`config.mk`:
```
export PLATFORM = sky130hd
export DESIGN_NAME = hazard_scoreboard_flat
export DESIGN_NICKNAME = d
export VERILOG_FILES = /design/src/rtl/hazard_scoreboard_if.sv /design/src/rtl/hazard_scoreboard.sv /design/src/flat_wrapper.sv
export SDC_FILE = /design/constraint.sdc
export NUM_CORES = 1
export LEC_CHECK = 0
export CAP_MARGIN = 5
export CORE_UTILIZATION = 54
export DETAILED_ROUTE_END_ITERATION = 16
export PLACE_DENSITY = 0.82
export SYNTH_ARGS = -nofsm -noshare
export SYNTH_HDL_FRONTEND = slang
export SYNTH_SLANG_ARGS = --single-unit
export TNS_END_PERCENT = 5
```
`constraint.sdc`:
```
create_clock -name clk -period 18.39 [get_ports clk]
set_input_delay 5.517 -clock clk [delete_from_list [all_inputs] [get_ports clk]]
set_output_delay 5.517 -clock clk [all_outputs]
set_load 0.005 [all_outputs]
```
`src/rtl/hazard_scoreboard_if.sv`:
```
// ID-stage <-> scoreboard bundle: issue/source info in,
// stall/busy/perf status out.
interface hazard_scoreboard_if #(
  parameter int AW  = 5,
  parameter int NRD = 2,
  parameter int CW  = 2,
  parameter int PCW = 16
);
  logic              issue_valid;
  logic              issue_we;
  logic [AW-1:0]     issue_rd;
  logic [CW-1:0]     issue_lat_i;
  logic [NRD-1:0]    rs_en;
  logic [NRD*AW-1:0] rs_idx;
  logic              flush_i;
  logic              stall_o;
  logic [NRD-1:0]    stall_port_o;
  logic              busy_o;
  logic [PCW-1:0]    stall_cnt_o;

  modport master (
    output issue_valid, issue_we, issue_rd, issue_lat_i,
    output rs_en, rs_idx, flush_i,
    input  stall_o, stall_port_o, busy_o, stall_cnt_o
  );

  modport slave (
    input  issue_valid, issue_we, issue_rd, issue_lat_i,
    input  rs_en, rs_idx, flush_i,
    output stall_o, stall_port_o, busy_o, stall_cnt_o
  );
endinterface

```
`src/rtl/hazard_scoreboard.sv`:
```
// Per-register countdown scoreboard beside ID: each writer
// loads a wait count, readers of pending registers stall.
module hazard_scoreboard #(
  parameter int NREG   = 32,
  parameter int AW     = 5,
  parameter int NRD    = 2,
  parameter int CW     = 2,
  parameter int FWD_EN = 1,
  parameter int WB_LAT = 3,
  parameter int PCW    = 16
) (
  input logic clk,
  input logic rst,
  hazard_scoreboard_if.slave sb
);

  if (WB_LAT < 0 || WB_LAT > (2**CW) - 1) begin : g_chk
    $error("WB_LAT does not fit in CW-bit wait counter");
  end

  localparam logic [CW-1:0] WB_L = CW'(WB_LAT);

  logic [CW-1:0]  cnt_q [1:NREG-1];
  logic [CW-1:0]  lat;
  logic [CW-1:0]  rd_cnt;
  logic [NRD-1:0] hz;
  logic           waw;
  logic           stall;
  logic           fire;
  logic           busy;
  logic [PCW-1:0] sc_q;

  assign lat = (FWD_EN != 0) ? sb.issue_lat_i : WB_L;

  // x0 is never tracked: loops start at r=1, so index 0 never hits
  always_comb begin
    hz     = '0;
    rd_cnt = '0;
    busy   = 1'b0;
    for (int i = 0; i < NRD; i++) begin
      for (int r = 1; r < NREG; r++) begin
        if (sb.rs_idx[i*AW +: AW] == AW'(r) && cnt_q[r] != '0)
          hz[i] = sb.issue_valid & sb.rs_en[i];
      end
    end
    for (int r = 1; r < NREG; r++) begin
      if (sb.issue_rd == AW'(r))
        rd_cnt = cnt_q[r];
      if (cnt_q[r] != '0)
        busy = 1'b1;
    end
  end

  assign waw = sb.issue_valid & sb.issue_we
             & (sb.issue_rd != '0) & (rd_cnt > lat);

  assign stall = ~sb.flush_i & ((|hz) | waw);

  assign fire = sb.issue_valid & ~stall & ~sb.flush_i
              & sb.issue_we & (sb.issue_rd != '0)
              & (lat != '0);

  always_ff @(posedge clk or posedge rst) begin
    if (rst) begin
      for (int r = 1; r < NREG; r++)
        cnt_q[r] <= '0;
    end else begin
      for (int r = 1; r < NREG; r++) begin
        if (fire && sb.issue_rd == AW'(r))
          cnt_q[r] <= lat;
        else if (cnt_q[r] != '0)
          cnt_q[r] <= cnt_q[r] - 1'b1;
      end
    end
  end

  always_ff @(posedge clk or posedge rst) begin
    if (rst)
      sc_q <= '0;
    else if (stall && !(&sc_q))
      sc_q <= sc_q + 1'b1;
  end

  assign sb.stall_o      = stall;
  assign sb.stall_port_o = hz;
  assign sb.busy_o       = busy;
  assign sb.stall_cnt_o  = sc_q;

endmodule
```
`src/flat_wrapper.sv`:
```
// flat-port wrapper written by rule: the top's interface ports become plain ports
module hazard_scoreboard_flat 
#(
  parameter int NREG   = 32,
  parameter int AW     = 5,
  parameter int NRD    = 2,
  parameter int CW     = 2,
  parameter int FWD_EN = 1,
  parameter int WB_LAT = 3,
  parameter int PCW    = 16
)
  (clk, rst, sb_issue_valid, sb_issue_we, sb_issue_rd, sb_issue_lat_i, sb_rs_en, sb_rs_idx, sb_flush_i, sb_stall_o, sb_stall_port_o, sb_busy_o, sb_stall_cnt_o);
  hazard_scoreboard_if #(.AW(AW), .NRD(NRD), .CW(CW), .PCW(PCW)) sb_i ();
  input logic clk;
  input logic rst;
  input wire logic [$bits(sb_i.issue_valid)-1:0] sb_issue_valid;
  input wire logic [$bits(sb_i.issue_we)-1:0] sb_issue_we;
  input wire logic [$bits(sb_i.issue_rd)-1:0] sb_issue_rd;
  input wire logic [$bits(sb_i.issue_lat_i)-1:0] sb_issue_lat_i;
  input wire logic [$bits(sb_i.rs_en)-1:0] sb_rs_en;
  input wire logic [$bits(sb_i.rs_idx)-1:0] sb_rs_idx;
  input wire logic [$bits(sb_i.flush_i)-1:0] sb_flush_i;
  output wire logic [$bits(sb_i.stall_o)-1:0] sb_stall_o;
  output wire logic [$bits(sb_i.stall_port_o)-1:0] sb_stall_port_o;
  output wire logic [$bits(sb_i.busy_o)-1:0] sb_busy_o;
  output wire logic [$bits(sb_i.stall_cnt_o)-1:0] sb_stall_cnt_o;
  assign sb_i.issue_valid = sb_issue_valid;
  assign sb_i.issue_we = sb_issue_we;
  assign sb_i.issue_rd = sb_issue_rd;
  assign sb_i.issue_lat_i = sb_issue_lat_i;
  assign sb_i.rs_en = sb_rs_en;
  assign sb_i.rs_idx = sb_rs_idx;
  assign sb_i.flush_i = sb_flush_i;
  assign sb_stall_o = sb_i.stall_o;
  assign sb_stall_port_o = sb_i.stall_port_o;
  assign sb_busy_o = sb_i.busy_o;
  assign sb_stall_cnt_o = sb_i.stall_cnt_o;
  hazard_scoreboard #(.NREG(NREG), .AW(AW), .NRD(NRD), .CW(CW), .FWD_EN(FWD_EN), .WB_LAT(WB_LAT), .PCW(PCW)) u_core (.clk(clk), .rst(rst), .sb(sb_i));
endmodule
```
# [Yosys cells after proc, flatten, opt, wreduce, memory -nomap -nowiden]
# Index checks and enable logic that the tools add are counted.
[totals] output_inout_bits=20 word_cells=519 in_bits=24 ff_bits=78
[classes] n_addsub=32 eq_ne=93 reduce_logical=161 magnitude_cmp=1 bitwise=14 mux=186
[op_table] cell="equality test 5 bit, second input constant" n=48
[op_table] cell="2-to-1 mux 2 bit" n=93
[op_table] cell="nonzero test 2 bit" n=63
[op_table] cell="equality test 5 x 4 -> 1 bit, second input constant" n=24
[op_table] cell="logical AND 1 bit" n=94
[op_table] cell="2-to-1 mux 1 bit" n=93
[op_table] cell="subtractor 2 x 1 -> 2 bit, second input constant" n=31
[op_table] cell="equality test 5 x 3 -> 1 bit, second input constant" n=12
[op_table] cell="equality test 5 x 2 -> 1 bit, second input constant" n=6
[op_table] cell="adder 16 x 1 -> 16 bit, second input constant" n=1
[op_table] cell="AND reduction 16 bit" n=1
[op_table] cell="equality test 5 x 1 -> 1 bit, second input constant" n=3
[op_table] cell="AND 1 bit" n=11
[op_table] cell="nonzero test 5 bit" n=1
[op_table] cell="> comparator 2 bit" n=1
[op_table] cell="NOT 1 bit" n=2
[op_table] cell="OR reduction 2 bit" n=1
[op_table] cell="zero test 1 bit" n=1
[op_table] cell="OR 1 bit" n=1

# [Depth between registers and ports, before layout]
# Gate-level depths: netlist (run 1).
[depth] depth_word=44 ltp_mapped=19 ltp_nobuf=15

# [Worst setup path before layout (run 1)]
# No wires, ideal clock.
[synth_path] path_type="input port to output port" startpoint="input sb_issue_rd[0]" endpoint="output sb_stall_o" setup_slack_ps=4931 t_required_ps=12873 t_arrival_ps=7942 path_stages=15 n_path_buf=5 cell_sequence="clkbuf_1 > clkbuf_1 > clkbuf_1 > clkbuf_1 > nand3_1 > a21oi_1 > a21oi_1 > o32ai_1 > o211ai_1 > ha_1 > a21oi_1 > a211oi_1 > nor3_2 > clkbuf_1 > nor2_1"
[synth_between] elab_chain_cells=36 word_cells_on_any_way=68 cone_classes="order compare (1); eq/ne (31); mux (31); bitwise (4); reduce/logical (1)"
[synth_lines] element="start: declaration" line_no="flat_wrapper.sv:18" text="input wire logic [$bits(sb_i.issue_rd)-1:0] sb_issue_rd;"
[synth_lines] element="equality test 5 x 1 -> 1 bit" line_no="hazard_scoreboard.sv:47" text="if (sb.issue_rd == AW'(r))"
[synth_lines] element="2-to-1 mux 2 bit (31 in a row)" line_no="hazard_scoreboard.sv:47"
[synth_lines] element="> comparator 2 bit" line_no="hazard_scoreboard.sv:55" text="& (sb.issue_rd != '0) & (rd_cnt > lat);"
[synth_lines] element="AND 1 bit *" line_no="hazard_scoreboard.sv:55"
[synth_lines] element="OR 1 bit *" line_no="hazard_scoreboard.sv:57" text="assign stall = ~sb.flush_i & ((|hz) | waw);"
[synth_lines] element="AND 1 bit *" line_no="hazard_scoreboard.sv:57"
[synth_lines] element="end: declaration" line_no="flat_wrapper.sv:23" text="output wire logic [$bits(sb_i.stall_o)-1:0] sb_stall_o;"
# Mark *: on every way between the ends. The rest lies on a longest branch, timed or not.

# [Worst setup path after layout (run 1)]
# Ends and elaborated chain as after synthesis.

==> results of run 1 <==
-- cell usage after synthesis, types with 3 or more instances --
cell       count  area, sq um
and3_1         3         18.8
nand4b_1       4         35.0
o31ai_1        4         30.0
nand3_1       17         85.1
nor2b_1        7         43.8
nor2_1        45          169
o21ai_0       25          125
a21oi_1       39          195
xor2_1         9         78.8
o211ai_1       5         37.5
nand3b_1       4         30.0
nand2_1       40          150
nor3b_1        3         22.5
nor3_1         9         45.0
dfrtp_1       78         1950
a211oi_1       3         22.5
nor4_1        11         68.8
o311a_1        4         40.0
nand2b_1       4         25.0
o2111ai_1      4         35.0
inv_1         71          267
mux2_2        11          124
nand4_1       34          213
xnor2_1       37          324
o22ai_1        6         37.5
a22oi_1        3         22.5
clkbuf_1      26         97.6
buf_4          3         22.5
buf_6          4         45.0
a31oi_1        4         25.0
mux2_1        39          439
a221o_1        4         40.0
mux2i_1       45          450
ha_1          34          425
buf_2          6         30.0
-- routing by layer --
metal	vias up	track usage
met1	2720	0.379
met4	0	0.139
met5	-	0
met2	282	0.541
li1	2551	-
met3	55	0.0592
-- cell families (layout without fill, tap and decap cells) --
kind of cell	count (synthesis)	after routing	share of synthesized area
AO/OA/AOI/OAI	129	129	0.141
XOR/XNOR	46	46	0.0650
adder cells (fa/ha/maj)	34	34	0.0686
buffers and inverters	115	136	0.0777
flip-flops	78	78	0.315
multiplexers	95	95	0.164
AND/OR/NAND/NOR	197	197	0.169
-- layout make-up --
| type | instances | area share |
|---|---|---|
| clock buffer | 13 | 0.0375 |
| clock inverter | 3 | 0.00613 |
| inverter | 73 | 0.0397 |
| multi-input combinational | 501 | 0.544 |
| sequential | 78 | 0.281 |
| tap | 140 | 0.0253 |
| timing repair buffer | 47 | 0.0664 |
-- worst max path at each step --
stage / cells past startpoint / start / slack [ns] / to
after floorplan: 15 / sb_issue_rd[0] / 4.93 / sb_stall_o
after global placement: 15 / sb_issue_rd[0] / 2.88 / sb_stall_o
after detailed placement: 15 / sb_issue_rd[0] / 2.70 / sb_stall_o
after CTS: 15 / sb_issue_rd[0] / 2.69 / sb_stall_o
after global routing: 15 / sb_issue_rd[0] / 2.24 / sb_stall_o
final: 15 / sb_issue_rd[0] / 2.50 / sb_stall_o
-- sequential cells by signal (all words and copies together) (netlist names) --
signal	count
u_core.sb.stall_cnt_o	16
u_core.cnt_q	62
-- where the power goes --
group	switching (mW)	internal (mW)	total [mW]	leakage (nW)
combinational	0.302	0.268	0.570	1.96
sequential	0.0691	0.258	0.327	0.938
clock	0.0717	0.112	0.184	0.146
total	0.443	0.638	1.08	3.05
-- critical path: stages --
cell and delay, ns:
clkdlybuf4s50_1 1.02, nor2b_1 0.97, a221o_1 0.29, o21ai_0 0.10, nor4_1 0.24, o2111ai_1 0.15, o2111ai_1 0.12, a21oi_1 0.11
a2bb2oi_1 0.16, ha_1 0.27, a211oi_1 0.42, nor3_4 0.04, buf_4 0.29, nor2_1 0.14, clkdlybuf4s50_1 0.51
==> impl_metrics.ini, run 1 <==
[pwr]
leakagePower_nw = 3.05
vdd_ir_drop_max_v = 0.0000980
power_density_nw_per_um2 = 156
power_mw = 1.08

[worst_setup_path]
end_kind = primary output
cp_data_required_time_ns = 12.87
worstRegToRegCells = 16
cp-start-kind = primary input
worstReg2RegStart = u_core.cnt_q[56]
worst-setup-path-type = in -> out
regToRegSetupSlack_ns = 14.55
cp.arrival_ns = 10.37
timing.rr.end = u_core.cnt_q[12]
path_max_fanout = 47

[cells_and_area]
final_util = 0.629
post_route_cells_drive_above_1_share = 0.0545
finalNetCount = 768
multiInputGateArea_sq_um = 3770
area_growth_pct = 11.9
final_common_cell = dfrtp_1
final_area_sq_um = 6940
layout.cells.non_filler = 855
regArea_sq_um = 1950
layout_common_cells = 78 x dfrtp_1, 70 x inv_1, 45 x nor2_1, 45 x mux2i_1, 43 x clkdlybuf4s50_1
diodes = 0
num-fill-cells = 964

[synth]
yosysSeqAreaShare = 0.315
synth_nets = 752
syn_inst = 694
ys_seq_elements = 78
syn_avg_cell_area_sq_um = 8.93
ys_types = 73
ys_async_sr_fraction = 1.00
syn-cell-area_sq_um = 6200
yosysWarningCount = 0
synth_ff_type = dfrtp_1
synth_edf_count = 0

[clocking]
cts.sinks = 78
cts_root_buf = clkbuf_16
holdBufCountCts = 0
cts_buffer_depth = 2
postCtsSetupRepairBufs = 0
numCtsBuffers = 9
clkLatencyLatePin_ns = 0.35
h-tree-depth = 3
cts_tree = done
clk_pin_slew_ns = 0.06
cts.repair.resized = 0

[drt]
drtAntennaViolNets = 0
drc = 0
drtIter0Drc = 452
met2_length_microns = 8460
dr_total_vias = 5608
wl_per_cell_microns = 20.2
vias_per_cell = 6.56
first_pass_iters = 5
wl_met3_microns = 1370
wl_met1_microns = 6900
highest-signal-layer = met4
wl_microns = 17300

[hold_path]
hold_end = u_core.sb.stall_cnt_o[9]
hp-class = reg -> reg
min_from = u_core.sb.stall_cnt_o[9]
worstHoldPathCells = 1

[place]
place_ws_ns = 2.70
routabilityCongestion = 0.971
dp_cells = 839
port_buffers = 43
dp_hpwl_microns = 12500
dpl_cell_area_sq_um = 6630

[grt]
grt_antenna_before_repair = 0
grt_pass1_vias = 5606
grt_pass1_wl_microns = 28100
grt_remaining_overflow = 0
track_usage = 0.314
grt_max_degree = 79

[timing]
final.setup.tns_ns = 0
slew_violations = 0
rsz0062_at_grt = no
period_needed_ns = 15.89
setup_viol = 0
hold_viol = 0
timing.hold.ws_ns = 0.497
setup_slack_ns = 2.50
fin_worst_skew_ns = 0.00995
worst_pin_slew_ns = 1.16
maxClockFrequency_mhz = 63.0
slew_headroom = 0.222
fin_crit_sh = 0.864

[die]
fp.dieW_microns = 109
fp.dieH_microns = 109
die_area_sq_um = 11900
io-pin-count = 44
num_rows = 38
core_sq_um = 11000
initial_utilization = 0.562

[run_status]
outcome = complete, no violations

[run]
drv_cap = 0
No activity file was read; power rests on OpenSTA's default activity.
==> run 2, diff against run 1 <==
CORE_UTILIZATION = 45   (was 54)
PLACE_DENSITY = 0.72   (was 0.82)
==> impl_metrics.ini, run 2 (synthesis gave the netlist of run 1 again) <==
[die]
fp.dieW_microns = 119
initial_utilization = 0.464
num_rows = 42
io-pin-count = 44
fp.dieH_microns = 119
core_sq_um = 13300
die_area_sq_um = 14200

[hold_path]
min_from = u_core.sb.stall_cnt_o[9]
hp-class = reg -> reg
hold_end = u_core.sb.stall_cnt_o[9]
worstHoldPathCells = 1

[pwr]
vdd_ir_drop_max_v = 0.0000757
power_density_nw_per_um2 = 153
leakagePower_nw = 3.05
power_mw = 1.07

[worst_setup_path]
cp.arrival_ns = 9.81
regToRegSetupSlack_ns = 14.64
path_max_fanout = 50
cp_data_required_time_ns = 12.87
worstReg2RegStart = u_core.cnt_q[56]
crit_path_start = sb_issue_rd[1]
worst-setup-path-type = in -> out
worstRegToRegCells = 16
end_kind = primary output
timing.rr.end = u_core.cnt_q[12]
cp-start-kind = primary input

[drt]
wl_microns = 17300
vias_per_cell = 6.19
drtIter0Drc = 476
dr_total_vias = 5524
drc = 0
wl_per_cell_microns = 19.4
drtAntennaViolNets = 0
first_pass_iters = 4

[cells_and_area]
largest_register = u_core.cnt_q
diodes = 0
largest_reg_flops = 62
layout_common_cells = 78 x dfrtp_1, 70 x inv_1, 45 x nor2_1, 45 x mux2i_1, 43 x clkdlybuf4s50_1
area_growth_pct = 12.7
post_route_cells_drive_above_1_share = 0.0587
final_area_sq_um = 6990
final_common_cell = dfrtp_1
finalNetCount = 769

[run_status]
outcome = complete, no violations

[grt]
grt_remaining_overflow = 0
track_usage = 0.252
grt_pass1_wl_microns = 28000
grt_pass1_vias = 5505
grt_max_degree = 79
grt_antenna_before_repair = 0

[clocking]
cts.sinks = 78
holdBufCountCts = 0
cts_tree = done
clkLatencyLatePin_ns = 0.34
clk_pin_slew_ns = 0.06
cts.repair.resized = 0
h-tree-depth = 3
numCtsBuffers = 9
postCtsSetupRepairBufs = 0
cts_root_buf = clkbuf_16
cts_buffer_depth = 2

[run]
drv_cap = 0

[place]
routabilityCongestion = 0.955
port_buffers = 43
dpl_cell_area_sq_um = 6690
dp_hpwl_microns = 12600

[timing]
setup_viol = 0
final.setup.tns_ns = 0
worst_pin_slew_ns = 1.09
rsz0062_at_grt = no
hold_viol = 0
maxClockFrequency_mhz = 65.2
slew_violations = 0
period_needed_ns = 15.33
slew_headroom = 0.273
fin_crit_sh = 0.834
fin_worst_skew_ns = 0.00888
run 2: changes by cell type in the layout (fill, tap and decap cells not counted):
cell,delta
buf_4,+1
clkbuf_1,-2
clkbuf_8,-2
clkinv_2,+1
clkinv_4,+4
clkinvlp_4,-1
run 2: worst max-delay path by stage:
stage               cells past startpoint         end  slack [ns]
global placement                       15  sb_stall_o        3.27
detailed placement                     15  sb_stall_o        3.15
finish                                 15  sb_stall_o        3.06
global route                           15  sb_stall_o        2.80
CTS                                    15  sb_stall_o        3.11
floorplan                              15  sb_stall_o        4.93
run 2: metal layers:
metal  track usage  vias up  share of wire  wire length (microns)
met1         0.319     2689           0.43                   7500
met3        0.0436       46          0.064                   1110
met2         0.427      237           0.47                   8140
met5             0        -              0                      0
li1              -     2552              -                      -
met4        0.0953        0          0.033                    568
run 2: power breakdown:
| part | internal [mW] | total (mW) | switching, mW | leakage (nW) |
|---|---|---|---|---|
| clock network | 0.106 | 0.180 | 0.0748 | 0.149 |
| logic | 0.268 | 0.565 | 0.297 | 1.97 |
| registers | 0.258 | 0.327 | 0.0694 | 0.938 |
run 2: area by class of cell:
cell class	instances	area [sq um]
fillers	1289	6360
multi-input cells	501	3770
flip-flops and latches	78	1950
repair buffers	48	468
inverters	73	275
clock buffers	9	225
well taps	176	220
clock inverters	7	75.1
run 2: worst max-delay path, cell delays in order:
cell and delay [ns]:
clkdlybuf4s50_1 0.47, buf_4 0.43, nor2b_1 0.86, a221o_1 0.29, o21ai_0 0.08, nor4_1 0.26, o2111ai_1 0.16, o2111ai_1 0.11
a21oi_1 0.09, a2bb2oi_1 0.14, ha_1 0.27, a211oi_1 0.38, nor3_4 0.08, nor2_1 0.12, clkdlybuf4s50_1 0.53
run 2: stage by stage:
stage / cells / worst slack, ns / util / hold slack, ns
after floorplan: 694 / 4.93 / - / 0.477
after global placement: 876 / 3.27 / 0.501 / 0.478
after detailed placement: 876 / 3.15 / 0.501 / 0.489
after CTS: 892 / 3.11 / 0.523 / 0.495
after global routing: 892 / 2.80 / 0.523 / 0.515
final: 892 / 3.06 / 0.523 / 0.497
